## config.mk

```make
export PLATFORM = sky130hd
export DESIGN_NAME = pc_call_stack
export DESIGN_NICKNAME = d
export VERILOG_FILES = /design/src/rtl/pc_pkg.sv /design/src/rtl/return_stack.sv /design/src/rtl/pc_call_stack.sv
export SDC_FILE = /design/constraint.sdc
export NUM_CORES = 1
export LEC_CHECK = 0
export ABC_AREA = 1
export BUFFER_PORTS_ARGS = -buffer_cell sky130_fd_sc_hd__buf_4
export CAP_MARGIN = 20
export CORE_ASPECT_RATIO = 0.75
export CORE_MARGIN = 3
export CORE_UTILIZATION = 45
export CTS_BUF_LIST = sky130_fd_sc_hd__clkbuf_4 sky130_fd_sc_hd__clkbuf_8
export DETAILED_ROUTE_END_ITERATION = 12
export PLACE_DENSITY = 0.65
export SYNTH_ARGS = -nofsm -noshare
export SYNTH_HDL_FRONTEND = slang
export SYNTH_HIERARCHICAL = 1
export SYNTH_SLANG_ARGS = --single-unit
```

## constraint.sdc

```tcl
create_clock -name clk -period 3 [get_ports clk]
set_clock_uncertainty 0.2 [all_clocks]
set_input_delay 0.6 -clock clk [delete_from_list [all_inputs] [get_ports clk]]
set_output_delay 0.6 -clock clk [all_outputs]
set_load 0.02 [all_outputs]
```

## src/rtl/pc_pkg.sv

```systemverilog
// Shared types and helpers for the program counter with return-address stack.
package pc_pkg;

  typedef enum logic [2:0] {
    PC_HOLD,
    PC_COUNT,
    PC_JUMP,
    PC_CALL,
    PC_RET
  } pc_op_e;

  // Width needed to hold a stack pointer that counts 0..depth inclusive.
  function automatic int unsigned sp_width(input int unsigned depth);
    return $clog2(depth + 1);
  endfunction

endpackage

```

## src/rtl/return_stack.sv

```systemverilog
// LIFO of return addresses; guards push-when-full and pop-when-empty itself.
module return_stack
  import pc_pkg::*;
#(
  parameter int unsigned ADDR_W      = 4,
  parameter int unsigned STACK_DEPTH = 4
) (
  input  logic                             clk,
  input  logic                             rst,
  input  logic                             i_push,
  input  logic                             i_pop,
  input  logic [ADDR_W-1:0]                i_push_data,
  output logic [ADDR_W-1:0]                o_top,
  output logic [sp_width(STACK_DEPTH)-1:0] o_sp,
  output logic                             o_full,
  output logic                             o_empty
);

  localparam int unsigned SpW  = sp_width(STACK_DEPTH);
  localparam int unsigned IdxW = (STACK_DEPTH > 1) ? $clog2(STACK_DEPTH) : 1;

  logic [ADDR_W-1:0] r_mem [STACK_DEPTH];
  logic [SpW-1:0]    r_sp;
  logic              w_full;
  logic              w_empty;
  logic              w_do_push;
  logic              w_do_pop;
  logic [IdxW-1:0]   w_wr_idx;
  logic [IdxW-1:0]   w_top_idx;

  assign w_full    = (r_sp == SpW'(STACK_DEPTH));
  assign w_empty   = (r_sp == '0);
  // Pop wins if both are ever requested together.
  assign w_do_pop  = i_pop & ~w_empty;
  assign w_do_push = i_push & ~w_full & ~i_pop;
  assign w_wr_idx  = IdxW'(r_sp);
  assign w_top_idx = IdxW'(r_sp - SpW'(1));

  assign o_top   = w_empty ? '0 : r_mem[w_top_idx];
  assign o_sp    = r_sp;
  assign o_full  = w_full;
  assign o_empty = w_empty;

  // Stack pointer: the only reset state of the LIFO.
  always_ff @(posedge clk) begin
    if (rst) begin
      r_sp <= '0;
    end else if (w_do_push) begin
      r_sp <= r_sp + SpW'(1);
    end else if (w_do_pop) begin
      r_sp <= r_sp - SpW'(1);
    end
  end

  // Entry storage; contents are don't-care after reset.
  always_ff @(posedge clk) begin
    if (w_do_push) begin
      r_mem[w_wr_idx] <= i_push_data;
    end
  end

endmodule

```

## src/rtl/pc_call_stack.sv

```systemverilog
// Program counter with count/jump/call/return and a hardware return-address stack.
module pc_call_stack
  import pc_pkg::*;
#(
  parameter int unsigned ADDR_W      = 4,
  parameter int unsigned STACK_DEPTH = 4,
  parameter int unsigned RESET_ADDR  = 0
) (
  input  logic                             clk,
  input  logic                             rst,
  input  logic                             i_count_en,
  input  logic                             i_jump,
  input  logic                             i_call,
  input  logic                             i_ret,
  input  logic                             i_err_clr,
  input  logic [ADDR_W-1:0]                i_jump_addr,
  output logic [ADDR_W-1:0]                o_addr,
  output logic [sp_width(STACK_DEPTH)-1:0] o_sp,
  output logic                             o_stack_empty,
  output logic                             o_stack_full,
  output logic                             o_stack_ovf,
  output logic                             o_stack_unf,
  output logic                             o_wrap,
  output pc_op_e                           o_last_op
);

  logic [ADDR_W-1:0] r_addr;
  logic              r_ovf;
  logic              r_unf;
  logic              r_wrap;
  pc_op_e            r_last_op;

  pc_op_e            w_op;
  logic [ADDR_W-1:0] w_addr_inc;
  logic [ADDR_W-1:0] w_addr_d;
  logic              w_ovf_d;
  logic              w_unf_d;
  logic              w_wrap_d;
  logic              w_push;
  logic              w_pop;
  logic [ADDR_W-1:0] w_top;
  logic              w_full;
  logic              w_empty;

  assign w_addr_inc = r_addr + ADDR_W'(1);

  return_stack #(
    .ADDR_W      (ADDR_W),
    .STACK_DEPTH (STACK_DEPTH)
  ) u_return_stack (
    .clk         (clk),
    .rst         (rst),
    .i_push      (w_push),
    .i_pop       (w_pop),
    .i_push_data (w_addr_inc),
    .o_top       (w_top),
    .o_sp        (o_sp),
    .o_full      (w_full),
    .o_empty     (w_empty)
  );

  // Fixed-priority decode: ret > call > jump > count > hold.
  always_comb begin
    w_op = PC_HOLD;
    if (i_ret)           w_op = PC_RET;
    else if (i_call)     w_op = PC_CALL;
    else if (i_jump)     w_op = PC_JUMP;
    else if (i_count_en) w_op = PC_COUNT;
  end

  // Next-state for addr, stack handshake, wrap pulse and sticky faults.
  always_comb begin
    w_addr_d = r_addr;
    w_push   = 1'b0;
    w_pop    = 1'b0;
    w_wrap_d = 1'b0;
    w_ovf_d  = r_ovf & ~i_err_clr;
    w_unf_d  = r_unf & ~i_err_clr;
    unique case (w_op)
      PC_COUNT: begin
        w_addr_d = w_addr_inc;
        w_wrap_d = &r_addr;
      end
      PC_JUMP: w_addr_d = i_jump_addr;
      PC_CALL: begin
        if (w_full) begin
          w_ovf_d = 1'b1;
        end else begin
          w_push   = 1'b1;
          w_addr_d = i_jump_addr;
        end
      end
      PC_RET: begin
        if (w_empty) begin
          w_unf_d = 1'b1;
        end else begin
          w_pop    = 1'b1;
          w_addr_d = w_top;
        end
      end
      default: ;
    endcase
  end

  // Architectural state registers.
  always_ff @(posedge clk) begin
    if (rst) begin
      r_addr    <= ADDR_W'(RESET_ADDR);
      r_ovf     <= 1'b0;
      r_unf     <= 1'b0;
      r_wrap    <= 1'b0;
      r_last_op <= PC_HOLD;
    end else begin
      r_addr    <= w_addr_d;
      r_ovf     <= w_ovf_d;
      r_unf     <= w_unf_d;
      r_wrap    <= w_wrap_d;
      r_last_op <= w_op;
    end
  end

  assign o_addr        = r_addr;
  assign o_stack_empty = w_empty;
  assign o_stack_full  = w_full;
  assign o_stack_ovf   = r_ovf;
  assign o_stack_unf   = r_unf;
  assign o_wrap        = r_wrap;
  assign o_last_op     = r_last_op;

endmodule

```

==> qor.csv <==
stage,metric,value,unit
global_route,largest net degree at the start of global routing,14,
timing,Setup-failing EPs final,0,
cts,TritonCTS clock tree,done,
pwr,Switching Share,40.4,%
pwr,P_int,1.06,mW
setup_path,CP required,2.74,ns
global_route,Total GRT Usage,17.7,%
layout,Area Overhead vs Synth,23.1,%
floorplan,num ports,26,
yosys,synth warn,6,
yosys,Post-synth EDFFs,16,
floorplan,chip width,72.2,um
cts,post-cts sizing count,0,
yosys,Netlist Area Pre-Place,1480,um2
cts,CTS Buf Count,5,
layout,fin util,59.8,%
timing,Tmin final,2.43,ns
cts,"Clk Latency, worst-skew pair",0.27,ns
pwr,power share of the clock group,22.3,%
pwr,total power draw,1.78,mW
outcome,status,completed,
floorplan,Die H,55.6,um
timing,Slew Limit Fails,0,
cts,post-CTS setup buffers,0,
routing,WL final,3210,um
yosys,Post-synth ARST share,0,%
floorplan,area of the die,4010,um2
floorplan,Placeable Area,3040,um2
pwr,pwr dens,978,nW/um2
placement,routability cong.,0.797,
routing,Via density,5.01,
setup_path,CP Launch Type,register,
yosys,Synth top area share,32.5,%
timing,fmax,411,MHz
routing,wire per inst,12.8,um
global_route,initial antenna violation count,0,
routing,TritonRoute pass-1 iters,4,
global_route,vias in the first global route,1211,
yosys,Area contributors post-synth,"edfxtp_1 (33%), dfxtp_1 (18%), nand2_1 (9.7%)",
setup_path,Worst EP arrival,2.18,ns
timing,setup tns final,0,ns
placement,dpl hpwl,2480,um
layout,ratio of cells with drive above 1 in the final layout,23.1,%
yosys,count of cell types in the netlist,23,
yosys,syn avg cell area,8.21,um2
yosys,synth cell count leaders,"nand2_1 (38), nor2_1 (35), inv_1 (20)",
timing,Final Cycle Share,81.2,%
pwr,net switching power,718,uW
cts,clk buf depth,2,
pwr,Static Leakage,0.835,nW
routing,Via Count,1252,
layout,Diodes inserted,0,
floorplan,row cnt,17,
cts,root buf cell,clkbuf_8,
pwr,Seq pwr share,32.2,%
floorplan,Starting Density,48.6,%
layout,nets@finish,228,
pwr,peak supply drop,0.367,mV
cts,Sink Count,29,
global_route,GR Overflow Total,0,
timing,max_slew headroom,73.5,%
routing,drt drc,0,
cts,CTS Hold Bufs,0,
hold_path,Worst Hold Class,register to register,
yosys,nets in the synthesized netlist,197,
timing,unrepaired setup endpoints after global routing,false,
layout,Fill cells,274,
pwr,Comb pwr share,45.6,%
global_route,global-route wire length before repair,5420,um
yosys,Syn Inst Count,180,
timing,final hold slack,0.258,ns
placement,Port Buffers,25,
routing,Final ANT Viol Nets,0,
yosys,"count leader, synth",nand2_1,
cts,Worst-path clk slew,0.06,ns
layout,fin cells,250,
routing,Initial DRC Count,66,
timing,"Hold Vio Cnt, Final",0,
placement,placed insts,242,
setup_path,endpoint class of the critical path,register,
timing,worst slew pin tran,0.395,ns
cts,Clock H-tree levels,2,
yosys,Synth Flop Type,edfxtp_1,
job,max cap viols,0,
setup_path,Worst Path Max Fanout,13,
setup_path,CP Class,register to register,
yosys,Yosys reg bits,29,
yosys,leading area contributor after synthesis,edfxtp_1,
yosys,sequential share of the synthesized area,50.1,%
==> flip-flops by register name, summed over array words and instances (netlist names) <==
| register | cells |
|---|---|
| o_addr | 4 |
| o_wrap | 1 |
| o_stack_unf | 1 |
| o_last_op | 3 |
| u_return_stack/o_sp | 3 |
| u_return_stack/r_mem | 16 |
| o_stack_ovf | 1 |
==> final timing paths <==
path	startpoint	endpoint	slack, ns	depth (start not counted)
setup reg to reg	u_return_stack/o_sp[0]$_SDFFE_PP0P_	u_return_stack/r_mem[1][3]$_DFFE_PP_	0.57	8
hold reg to reg	o_stack_unf$_SDFF_PP0_	o_stack_unf$_SDFF_PP0_	0.26	2
setup / recovery	u_return_stack/o_sp[0]$_SDFFE_PP0P_	u_return_stack/r_mem[1][3]$_DFFE_PP_	0.57	8
hold / removal	o_stack_unf$_SDFF_PP0_	o_stack_unf$_SDFF_PP0_	0.26	2
==> final cells by class <==
class | count | area (um2) | area share, %
Sequential cell | 29 | 741 | 40.7
Multi-Input combinational cell | 125 | 634 | 34.9
Timing Repair Buffer | 26 | 195 | 10.7
Inverter | 24 | 90.1 | 4.95
Clock buffer | 6 | 76.3 | 4.20
Tap cell | 38 | 47.5 | 2.61
Clock inverter | 2 | 35.0 | 1.93
==> routing by layer <==
| layer | up-vias | GRT usage [%] | part of all wire, % |
|---|---|---|---|
| met5 | - | 0 | 0 |
| met2 | 40 | 27.0 | 46 |
| met3 | 4 | 4.33 | 6.0 |
| li1 | 645 | - | - |
| met1 | 563 | 23.7 | 47 |
| met4 | 0 | 8.04 | 1.2 |
==> power by group through the flow <==
| stage | Combinational [mW] | Clock [mW] | Sequential (mW) |
|---|---|---|---|
| 6_report | 0.810 | 0.396 | 0.572 |
| 5_1_grt | 0.909 | 0.428 | 0.581 |
| 4_1_cts | 0.809 | 0.408 | 0.572 |
| 3_5_place_dp | 0.804 | 0 | 0.581 |
| 3_3_place_gp | 0.793 | 0 | 0.580 |
| 2_1_floorplan | 0.510 | 0 | 0.628 |
==> kinds of logic (layout without fill, tap and decap cells) <==
group                    Yosys count  after routing  synth area share (%)
AND/OR/NAND/NOR                  100            100                  31.0
AO/OA/AOI/OAI                     19             19                  6.86
adder cells (fa/ha/maj)            6              6                  5.08
flip-flops                        29             29                  50.1
buffers and inverters             26             58                  6.94
==> through the flow <==
stage                     cell area [um2]  setup WS, ns
after floorplan                      1480         0.559
after global placement               1710         0.697
after detailed placement             1710         0.563
after CTS                            1820         0.541
after global routing                 1820         0.413
final                                1820         0.565
==> critical path, stage by stage, from the launching register on <==
cell     delay [ns]
dfxtp_1        0.31
buf_4          0.18
inv_2          0.12
ha_1           0.26
nand2_2        0.12
inv_2          0.06
nor3_1         0.35
nand3_4        0.19
nor2_1         0.32
==> cell usage in the layout (no fill, tap or decap) <==
| cell | netlist | final |
|---|---|---|
| and2_1 | 1 | 1 |
| nand2_2 | 5 | 5 |
| nand3_4 | 2 | 2 |
| nand3b_2 | 1 | 1 |
| a21oi_1 | 8 | 8 |
| o211ai_1 | 1 | 1 |
| clkbuf_4 | 0 | 1 |
| bufinv_16 | 0 | 1 |
| inv_1 | 20 | 20 |
| nand4_1 | 2 | 2 |
| buf_4 | 1 | 26 |
| o21ai_0 | 8 | 8 |
| edfxtp_1 | 16 | 16 |
| dfxtp_1 | 13 | 13 |
| clkinv_2 | 0 | 1 |
| nor2_2 | 1 | 1 |
| nor2_4 | 1 | 1 |
| nand3_1 | 10 | 10 |
| nand2_1 | 38 | 38 |
| clkbuf_8 | 0 | 5 |
| o21ai_1 | 1 | 1 |
| a21oi_2 | 1 | 1 |
| nor3_1 | 4 | 4 |
| nor2_1 | 35 | 35 |
| ha_1 | 6 | 6 |
| inv_2 | 4 | 4 |
Power figures use the tool's default switching activity.
